$ cat config.mk
export PLATFORM = sky130hd
export DESIGN_NAME = dm_block_mover_flat
export DESIGN_NICKNAME = d
export VERILOG_FILES = /design/src/rtl/dm_block_mover_if.sv /design/src/rtl/dm_block_mover.sv /design/src/flat_wrapper.sv
export SDC_FILE = /design/constraint.sdc
export NUM_CORES = 1
export LEC_CHECK = 0
export CORE_MARGIN = 3
export CORE_UTILIZATION = 45
export CTS_CLUSTER_SIZE = 24
export DETAILED_ROUTE_END_ITERATION = 10
export GPL_ROUTABILITY_DRIVEN = 1
export GPL_TIMING_DRIVEN = 0
export PLACE_DENSITY = 0.75
export SLEW_MARGIN = 25
export SYNTH_ARGS = -nofsm -noshare
export SYNTH_HDL_FRONTEND = slang
export SYNTH_SLANG_ARGS = --single-unit
$ cat constraint.sdc
create_clock -name clk -period 2.4 [get_ports clk]
set_clock_uncertainty 0.2 [all_clocks]
set_input_delay 0.72 -clock clk [delete_from_list [all_inputs] [get_ports clk]]
set_output_delay 0.72 -clock clk [all_outputs]
set_load 0.05 [all_outputs]
$ cat src/rtl/dm_block_mover_if.sv
// Control and memory-port bundle for the block mover.
// Pure wiring; adds no latency.
// No backpressure: the mover drives the memory every cycle and ignores start while busy.
interface dm_block_mover_if #(
  parameter int ADDR_W = 5,
  parameter int DATA_W = 32,
  parameter int LEN_W  = 6
);

  // Control side
  logic              start;
  logic              mode;      // 0 = FILL, 1 = COPY
  logic [ADDR_W-1:0] src;
  logic [ADDR_W-1:0] dst;
  logic [LEN_W-1:0]  len;
  logic [DATA_W-1:0] fill_val;
  logic              busy;
  logic              done;
  logic [LEN_W-1:0]  count;

  // Memory side (read data is combinational from mem_addr)
  logic [ADDR_W-1:0] mem_addr;
  logic [DATA_W-1:0] mem_wd;
  logic              mem_we;
  logic [DATA_W-1:0] mem_rd;

  // The mover owns the memory port and reports status back to the controller
  modport master (
    input  start, mode, src, dst, len, fill_val, mem_rd,
    output mem_addr, mem_wd, mem_we, busy, done, count
  );

  // Controller plus memory: supplies requests and read data
  modport slave (
    output start, mode, src, dst, len, fill_val, mem_rd,
    input  mem_addr, mem_wd, mem_we, busy, done, count
  );

endinterface

$ cat src/rtl/dm_block_mover.sv
// Block FILL / COPY engine that owns the data-memory port while busy.
// Latency from start edge to done pulse: FILL len+1, COPY 2*len+1, len=0 gives 1 cycle.
// No backpressure: start is only sampled in IDLE; a start while busy is dropped.
module dm_block_mover #(
  parameter int ADDR_W = 5,
  parameter int DATA_W = 32,
  parameter int LEN_W  = 6
) (
  input  logic             clk,
  input  logic             reset,   // asynchronous, active low
  dm_block_mover_if.master bus
);

  // Largest legal length is the full memory depth; longer requests are clamped to it
  localparam logic [LEN_W-1:0] MAX_LEN = LEN_W'(2 ** ADDR_W);

  typedef enum logic [1:0] {
    IDLE  = 2'd0,
    READ  = 2'd1,
    WRITE = 2'd2,
    DONE  = 2'd3
  } state_t;

  state_t            state;
  state_t            state_nxt;

  // Operation context latched at start
  logic              mode_q;
  logic [DATA_W-1:0] fill_q;

  // Walking pointers, progress counters and the one-word copy buffer
  logic [ADDR_W-1:0] src_ptr;
  logic [ADDR_W-1:0] dst_ptr;
  logic [LEN_W-1:0]  remaining;
  logic [LEN_W-1:0]  count_q;
  logic [DATA_W-1:0] buffer;

  // Combinational outputs decoded from the current state
  logic [ADDR_W-1:0] mem_addr;
  logic [DATA_W-1:0] mem_wd;
  logic              mem_we;
  logic              busy;
  logic              done;

  logic [LEN_W-1:0]  len_clamped;
  logic              last_word;

  assign len_clamped = (bus.len > MAX_LEN) ? MAX_LEN : bus.len;

  // The write in flight is the final one when only one word is left to move
  assign last_word = (remaining == LEN_W'(1));

  // State register; reset drops straight back to IDLE, abandoning any operation
  always_ff @(posedge clk or negedge reset) begin
    if (!reset) begin
      state <= IDLE;
    end else begin
      state <= state_nxt;
    end
  end

  // Next-state and memory/status outputs; everything defaults to an idle port
  always_comb begin
    state_nxt = state;
    mem_addr  = '0;
    mem_wd    = '0;
    mem_we    = 1'b0;
    busy      = 1'b1;
    done      = 1'b0;
    case (state)
      IDLE: begin
        busy = 1'b0;
        if (bus.start) begin
          if (len_clamped == '0) begin
            state_nxt = DONE;
          end else if (bus.mode) begin
            state_nxt = READ;
          end else begin
            state_nxt = WRITE;
          end
        end
      end
      READ: begin
        mem_addr  = src_ptr;
        state_nxt = WRITE;
      end
      WRITE: begin
        mem_addr = dst_ptr;
        mem_we   = 1'b1;
        mem_wd   = mode_q ? buffer : fill_q;
        if (last_word) begin
          state_nxt = DONE;
        end else if (mode_q) begin
          state_nxt = READ;
        end else begin
          state_nxt = WRITE;
        end
      end
      DONE: begin
        done      = 1'b1;
        state_nxt = IDLE;
      end
      default: begin
        state_nxt = IDLE;
      end
    endcase
  end

  // Datapath: latch the request in IDLE, capture read data in READ, advance on each write
  always_ff @(posedge clk or negedge reset) begin
    if (!reset) begin
      mode_q    <= 1'b0;
      fill_q    <= '0;
      src_ptr   <= '0;
      dst_ptr   <= '0;
      remaining <= '0;
      count_q   <= '0;
      buffer    <= '0;
    end else begin
      case (state)
        IDLE: begin
          if (bus.start) begin
            mode_q    <= bus.mode;
            fill_q    <= bus.fill_val;
            src_ptr   <= bus.src;
            dst_ptr   <= bus.dst;
            remaining <= len_clamped;
            count_q   <= '0;
          end
        end
        READ: begin
          // Pointers wrap naturally at the top of the address space
          buffer  <= bus.mem_rd;
          src_ptr <= src_ptr + ADDR_W'(1);
        end
        WRITE: begin
          dst_ptr   <= dst_ptr + ADDR_W'(1);
          remaining <= remaining - LEN_W'(1);
          count_q   <= count_q + LEN_W'(1);
        end
        default: begin
          // DONE: count holds its final value until the next accepted start
        end
      endcase
    end
  end

  assign bus.mem_addr = mem_addr;
  assign bus.mem_wd   = mem_wd;
  assign bus.mem_we   = mem_we;
  assign bus.busy     = busy;
  assign bus.done     = done;
  assign bus.count    = count_q;

endmodule

$ cat src/flat_wrapper.sv
// flat-port wrapper written by rule: the top's interface ports become plain ports
module dm_block_mover_flat 
#(
  parameter int ADDR_W = 5,
  parameter int DATA_W = 32,
  parameter int LEN_W  = 6
)
  (clk, reset, bus_start, bus_mode, bus_src, bus_dst, bus_len, bus_fill_val, bus_mem_rd, bus_mem_addr, bus_mem_wd, bus_mem_we, bus_busy, bus_done, bus_count);
  dm_block_mover_if #(.ADDR_W(ADDR_W), .DATA_W(DATA_W), .LEN_W(LEN_W)) bus_i ();
  input  logic clk;
  input  logic reset;
  input wire logic [$bits(bus_i.start)-1:0] bus_start;
  input wire logic [$bits(bus_i.mode)-1:0] bus_mode;
  input wire logic [$bits(bus_i.src)-1:0] bus_src;
  input wire logic [$bits(bus_i.dst)-1:0] bus_dst;
  input wire logic [$bits(bus_i.len)-1:0] bus_len;
  input wire logic [$bits(bus_i.fill_val)-1:0] bus_fill_val;
  input wire logic [$bits(bus_i.mem_rd)-1:0] bus_mem_rd;
  output wire logic [$bits(bus_i.mem_addr)-1:0] bus_mem_addr;
  output wire logic [$bits(bus_i.mem_wd)-1:0] bus_mem_wd;
  output wire logic [$bits(bus_i.mem_we)-1:0] bus_mem_we;
  output wire logic [$bits(bus_i.busy)-1:0] bus_busy;
  output wire logic [$bits(bus_i.done)-1:0] bus_done;
  output wire logic [$bits(bus_i.count)-1:0] bus_count;
  assign bus_i.start = bus_start;
  assign bus_i.mode = bus_mode;
  assign bus_i.src = bus_src;
  assign bus_i.dst = bus_dst;
  assign bus_i.len = bus_len;
  assign bus_i.fill_val = bus_fill_val;
  assign bus_i.mem_rd = bus_mem_rd;
  assign bus_mem_addr = bus_i.mem_addr;
  assign bus_mem_wd = bus_i.mem_wd;
  assign bus_mem_we = bus_i.mem_we;
  assign bus_busy = bus_i.busy;
  assign bus_done = bus_i.done;
  assign bus_count = bus_i.count;
  dm_block_mover #(.ADDR_W(ADDR_W), .DATA_W(DATA_W), .LEN_W(LEN_W)) u_core (.clk(clk), .reset(reset), .bus(bus_i));
endmodule
==> reports/qor.yml, run 1 <==
run_status:
  outcome: "finished, violations left"
  violations: "setup timing"
global_route:
  grt_usage: 0.216
  overflow: 0
  grt_max_degree: 76
  grt_pass1_wl_um: 19400
  first_global_vias: 3928
  antenna_found_initial: 0
clocking:
  cts_made_buffers: 9
  cts_buffer_depth: 2
  path_clk_slew_ns: 0.08
  cts_max_level: 3
  clock_tree.root_cell: "clkbuf_8"
  insertion_delay_ns: 0.35
  cts_tree: "built"
  clkSinkCount: 89
hold_path:
  hold_depth: 1
  min_to: "u_core.fill_q[19]"
  min_path_type: "flop to flop"
  hp-start: "u_core.fill_q[19]"
sta:
  fin_ws_ns: -0.231
  slew_violations: 0
  clock.fmax_mhz: 380
  finalCritPeriodShare: 1.10
  slew_headroom: 0.601
  worstMarginPinSlew_ns: 0.593
  fin_crit_ns: 2.63
  rsz0062_at_grt: "true"
  final-setup-viol-count: 38
  hold_viol_final: 0
synth:
  synth_flop_cell: "dfrtp_1"
  synthAdderAreaFrac: 0.0246
  synth_top_area_frac: 0.486
  ys_ff_latch: 89
  synth_top_family_by_area: "multiplexers"
  synth_compound_area_frac: 0.0855
  yosysSeqAreaShare: 0.486
  synth.distinct_cells: 40
  synth_top_area_cell: "dfrtp_1"
  synth_edf_count: 0
  async_reset_ff_frac: 1.00
  synthMuxAreaShare: 0.237
  synth_area_leaders: "dfrtp_1 (49%), mux2_2 (15%), mux2i_1 (7.4%)"
  synth-xor-area-share: 0.00765
  synthSimpleGateAreaFrac: 0.114
  syn_area_per_cell_um2: 11.6
  ys_warn_count: 0
  syn_nets: 487
  postSynthCellCount: 394
  netlist_area_um2: 4580
drt:
  drc: 0
  avgViaCountPerCell: 5.35
  drt-initial-drc-count: 144
  via_count: 3716
  drt_pass1_iterations: 4
  wire_per_inst_um: 17.7
  detail-route-antenna-nets: 0
  routed_wl_um: 12300
finish:
  fin_util: 0.718
  layout.nets: 650
  area_growth_pct: 53.8
  drive_gt1_frac: 0.400
  diodes: 0
  final_cell_mix: "dfrtp_1 (88), clkdlybuf4s50_1 (82), mux2_2 (63), buf_6 (37), nor2b_4 (36)"
  final_common_cell: "dfrtp_1"
setup_path:
  crit_chain: "buf_4 > ha_4 > buf_8 > buf_12 > a22oi_2 > nor2b_4 > buf_6"
  rr_startpoint: "u_core.state[0]"
  reg2reg_depth: 10
  arrival_ns: 1.71
  crit_type: "flop to primary output"
  cpPeakStageDelay_ns: 0.41
  crit_family: "buffers and inverters"
  required_ns: 1.48
  r2r_slack_ns: 0.22
  startpoint_type: "flop"
  critical_path.max_fanout: 4
  crit_path_end_kind: "primary output"
  crit_slowest_cell: "dfrtp_1"
  r2r-end: "u_core.dst_ptr[3]"
  crit_buf_inv: 4
power_and_ir_drop:
  seqPwrFrac: 0.258
  max-vdd-ir-drop_mv: 0.950
  p_per_area_nw_per_um2: 1540
  clockPowerShare: 0.094
  p_sw_uw: 4720
  comb_power_share: 0.648
  swShare: 0.434
  p_int_uw: 6160
  leakagePower_uw: 0.00307
die:
  die_w_um: 107
  pin_count: 130
  rows: 36
  die_h_um: 107
  dieArea_um2: 11400
  core_um2: 9820
  initial_core_util: 0.467
place:
  dpl_worst_slack_ns: -0.845
  place_congestion: 0.902
  hpwlAfterDp_um: 8360
  numPortBuffers: 129
run:
  max_cap_violations: 0
## final cells by class
cell class / count / area (um2)
Clock buffer: 10 / 128
Clock inverter: 6 / 66.3
Sequential cell: 89 / 2230
Fill cell: 716 / 2770
Timing Repair Buffer: 153 / 1570
Multi-Input combinational cell: 269 / 2540
Buffer: 24 / 298
Tap cell: 133 / 166
Inverter: 11 / 45.0
## state kept, by name, summed over array words and instances (netlist names)
register	count
u_core.buffer	32
u_core.fill_q	32
u_core.bus.count	6
u_core.remaining	6
u_core.dst_ptr	5
u_core.src_ptr	5
u_core.state	2
u_core.mode_q	1
## cell usage after synthesis (2+ instances only)
master    number
nand4_1        2
dfrtp_1       89
and3_1         8
nor2b_1       37
a21oi_1       16
nand2_1       14
buf_6          6
nor4_1         2
clkbuf_1       4
xor2_1         4
nor2_1        16
a22oi_1        7
buf_4          2
mux2i_1       34
nor3b_1        2
mux2_1         2
ha_1           9
a31oi_1        4
nand3_1        6
nand2b_1       2
buf_2         13
mux2_2        63
inv_1         11
o22ai_1        5
a211oi_1       4
o21ai_0       18
## layer usage
| layer | GRT usage | share of wire | vias to the layer above |
|---|---|---|---|
| met4 | 0.0694 | 0.016 | 0 |
| met2 | 0.376 | 0.51 | 164 |
| met1 | 0.254 | 0.40 | 1820 |
| met3 | 0.0692 | 0.082 | 17 |
| met5 | 0 | 0 | - |
| li1 | - | - | 1715 |
## what timing repair did
item / CTS / global route
gates cloned: 2 / 1
hold endpoints to repair: 14 / 0
hold buffers: 1 / 0
buffers inserted: 16 / 3
pin swaps: 6 / 0
endpoints found under the setup margin: 46 / 40
gates resized for setup: 327 / 11
## how the worst max path moves through the flow
stage,start,to,depth (start not counted)
after floorplan,u_core.state[0],bus_mem_wd[10],6
after global routing,u_core.state[0],bus_mem_wd[17],7
after CTS,u_core.state[0],bus_mem_wd[13],7
after detailed placement,u_core.state[0],bus_mem_wd[31],6
after global placement,reset,u_core.fill_q[14],1
final,u_core.state[0],bus_mem_addr[1],7
## cells by family (layout without fill, tap and decap cells)
kind of cell	count (synthesis)	after routing
XOR/XNOR	4	4
AND/OR/NAND/NOR	93	93
adder cells (fa/ha/maj)	9	9
flip-flops	89	89
buffers and inverters	36	204
multiplexers	100	100
AO/OA/AOI/OAI	63	63
## power by group through the flow
stage,Clock [uW],Sequential (uW),Combinational (uW)
2_1_floorplan,0,2730,4530
3_3_place_gp,0,2730,5970
3_5_place_dp,0,2770,6080
4_1_cts,1060,2790,6910
5_1_grt,1110,2900,7470
6_report,1020,2800,7050
## stage by stage
step           TNS [ns]  power, uW  cells  hold slack, ns  area [um2]
2_1_floorplan    -0.819       7270    394           0.224        4890
3_3_place_gp    -290.75       8700    656           0.270        6350
3_5_place_dp     -27.43       8850    657           0.292        6380
6_report          -7.22      10900    695           0.310        7050
5_1_grt           -9.58      11500    695           0.322        7050
4_1_cts           -6.80      10800    691           0.312        6990
(Power assumes the default switching activity.)
==> inputs of run 2 (changes only) <==
--- a/config.mk
+++ b/config.mk
@@ -11,6 +11,7 @@
 export DETAILED_ROUTE_END_ITERATION = 10
 export GPL_ROUTABILITY_DRIVEN = 1
 export GPL_TIMING_DRIVEN = 0
+export HOLD_SLACK_MARGIN = 0.05
 export PLACE_DENSITY = 0.75
 export SLEW_MARGIN = 25
 export SYNTH_ARGS = -nofsm -noshare
==> results of run 2 <==
The final DEF is identical to that of run 1; final timing and power are the same.
==> inputs of run 3 (changes only) <==
==> constraint.sdc (replaced) <==
create_clock -name clk -period 3.1 [get_ports clk]
set_clock_uncertainty 0.2 [all_clocks]
set_input_delay 0.93 -clock clk [delete_from_list [all_inputs] [get_ports clk]]
set_output_delay 0.93 -clock clk [all_outputs]
set_load 0.05 [all_outputs]
==> reports/qor.yml, run 3 (same netlist as run 1, synthesis figures left out) <==
hold_path:
  min_path_type: "primary input to async pin"
finish:
  nFillCells: 813  # +14%
  fin_util: 0.655  # -0.0632
  final_cells: 674  # -3.0%
  area_growth_pct: 40.3
  final_common_cell: "clkdlybuf4s50_1"
  layout.nets: 629  # -3.2%
  final_cell_mix: "clkdlybuf4s50_1 (90), dfrtp_1 (89), mux2_2 (63), mux2i_1 (34), nor2b_2 (29)"
  reg_top3: "u_core.buffer: 32 flops, u_core.fill_q: 32 flops"
  diodes: 0  # unchanged
  drive_gt1_frac: 0.346  # -0.0547
sta:
  rsz0062_at_grt: "false"
  clock.fmax_mhz: 335
  hold_viol_final: 0  # unchanged
  fin_crit_ns: 2.99
  slew_violations: 0  # unchanged
  finalCritPeriodShare: 0.964
  fin_ws_ns: 0.113  # +0.344 ns
  slew_headroom: 0.669  # +0.0674
  worstMarginPinSlew_ns: 0.493  # -0.100 ns
  holdWs_ns: 0.254  # -0.0556 ns
  final-setup-viol-count: 0  # -100%
setup_path:
  crit_path_end_kind: "primary output"
  crit_chain: "inv_2 > ha_2 > buf_8 > buf_8 > clkbuf_8 > nor2b_4 > buf_8"
  required_ns: 1.97  # +0.49 ns
  crit_slowest_cell: "dfrtp_1"
  crit_family: "buffers and inverters"
  cp_common_cell: "buf_8"
  arrival_ns: 1.86  # +0.15 ns
  reg2reg_depth: 7  # -3
  r2r_slack_ns: 1.12  # +0.90 ns
  endpoint: "bus_mem_wd[18]"
  rr_startpoint: "u_core.state[1]"
  crit_type: "flop to primary output"
  startpoint: "u_core.state[0]"
  startpoint_type: "flop"
  crit_cells: 7  # unchanged
  r2r-end: "u_core.fill_q[20]"
  crit_buf_inv: 5  # +1
  critical_path.max_fanout: 10  # +6
  cpPeakStageDelay_ns: 0.41  # about the same
global_route:
  grt_pass1_wl_um: 17900  # -7.9%
  overflow: 0  # unchanged
  grt_max_degree: 57  # -25%
  first_global_vias: 3624  # -7.7%
  antenna_found_initial: 0  # unchanged
  grt_usage: 0.198  # -0.0188
drt:
  drc: 0  # unchanged
  via_count: 3554  # -4.4%
  wl_met2_um: 5420  # -13%
  wire_per_inst_um: 16.5  # -6.6%
  routed_wl_um: 11100  # -9.4%
  avgViaCountPerCell: 5.27  # -1.4%
  highest_layer: "met4"
  route.met3.wl_um: 999  # -0.79%
  drt-initial-drc-count: 119  # -17%
  detail-route-antenna-nets: 0  # unchanged
  drt_pass1_iterations: 5  # +1
  met1Wirelength_um: 4560  # -6.6%
clocking:
  insertion_delay_ns: 0.35  # about the same
  cts_max_level: 3  # unchanged
  path_clk_slew_ns: 0.09  # about the same
  cts_made_buffers: 9  # unchanged
  clock_tree.root_cell: "clkbuf_8"
  cts_tree: "built"
  clkSinkCount: 89  # unchanged
  cts_buffer_depth: 2  # unchanged
die:
  pin_count: 130  # unchanged
  dieArea_um2: 11400  # unchanged
  initial_core_util: 0.467  # unchanged
  core_um2: 9820  # unchanged
  rows: 36  # unchanged
  die_w_um: 107  # unchanged
  die_h_um: 107  # unchanged
power_and_ir_drop:
  max-vdd-ir-drop_mv: 0.675  # -29%
  p_per_area_nw_per_um2: 1150  # -25%
  leakagePower_uw: 0.00279  # -9.0%
place:
  place_congestion: 0.866  # -4.0%
  place_inst: 657  # unchanged
  numPortBuffers: 129  # unchanged
  dpl_worst_slack_ns: -0.655  # +0.190 ns
  hpwlAfterDp_um: 8210  # -1.8%
run:
  max_cap_violations: 0  # unchanged
run_status:
  outcome: "completed"
==> run 3: changes by cell type in the layout (fill, tap and decap cells not counted), moves of 4 or more <==
cell | previous run | this run
buf_6 | 37 | 22
buf_2 | 6 | 17
a22oi_1 | 3 | 7
nor2b_2 | 0 | 29
buf_4 | 27 | 12
a22oi_2 | 4 | 0
clkbuf_4 | 0 | 9
clkbuf_16 | 4 | 0
buf_8 | 9 | 3
mux2i_1 | 29 | 34
nor2b_4 | 36 | 7
clkdlybuf4s50_1 | 82 | 90
dlygate4sd2_1 | 6 | 0
==> run 3: how the worst min path moves through the flow <==
stage,from,endpoint,slack [ns]
2_1_floorplan,u_core.fill_q[2],u_core.fill_q[2],0.26
3_3_place_gp,u_core.fill_q[31],u_core.fill_q[31],0.27
3_5_place_dp,u_core.fill_q[31],u_core.fill_q[31],0.28
4_1_cts,reset,u_core.src_ptr[2],0.26
5_1_grt,reset,u_core.buffer[4],0.27
6_report,reset,u_core.buffer[4],0.25
==> run 3: per-layer routing <==
metal / vias up / global-route usage
li1: 1676 / -
met1: 1746 / 0.254
met2: 117 / 0.319
met3: 15 / 0.0638
met4: 0 / 0.0612
met5: - / 0
==> run 3: per-stage QoR <==
stage / TNS (ns) / total power (uW) / cell area, um2
6_report: 0 / 7420 / 6430
5_1_grt: 0 / 7890 / 6430
3_5_place_dp: -17.69 / 6490 / 6180
3_3_place_gp: -233.44 / 6390 / 6160
4_1_cts: 0 / 7330 / 6330
2_1_floorplan: 0 / 5270 / 4700
==> run 3: where the power goes <==
part | leakage (uW) | internal, uW | switching (uW)
logic | 0.00162 | 1930 | 2470
registers | 0.00106 | 1740 | 378
clock network | 0.000114 | 469 | 440
==> run 3: cell type report <==
type                    count  area [um2]  area share
plain buffers              25         214      0.0333
clock buffers              10         128      0.0199
clock inverters             6         100      0.0156
inverters                  11        41.3     0.00642
multi-input cells         269        2280       0.355
flip-flops and latches     89        2230       0.347
well taps                 133         166      0.0259
repair buffers            131        1270       0.197
==> run 3: what timing repair did <==
item,4_1_cts,5_1_grt
resized for setup,224,36
hold buffers,0,0
setup endpoints to repair,38,37
pin swaps,0,0
buffers inserted,0,1
cloned,0,0
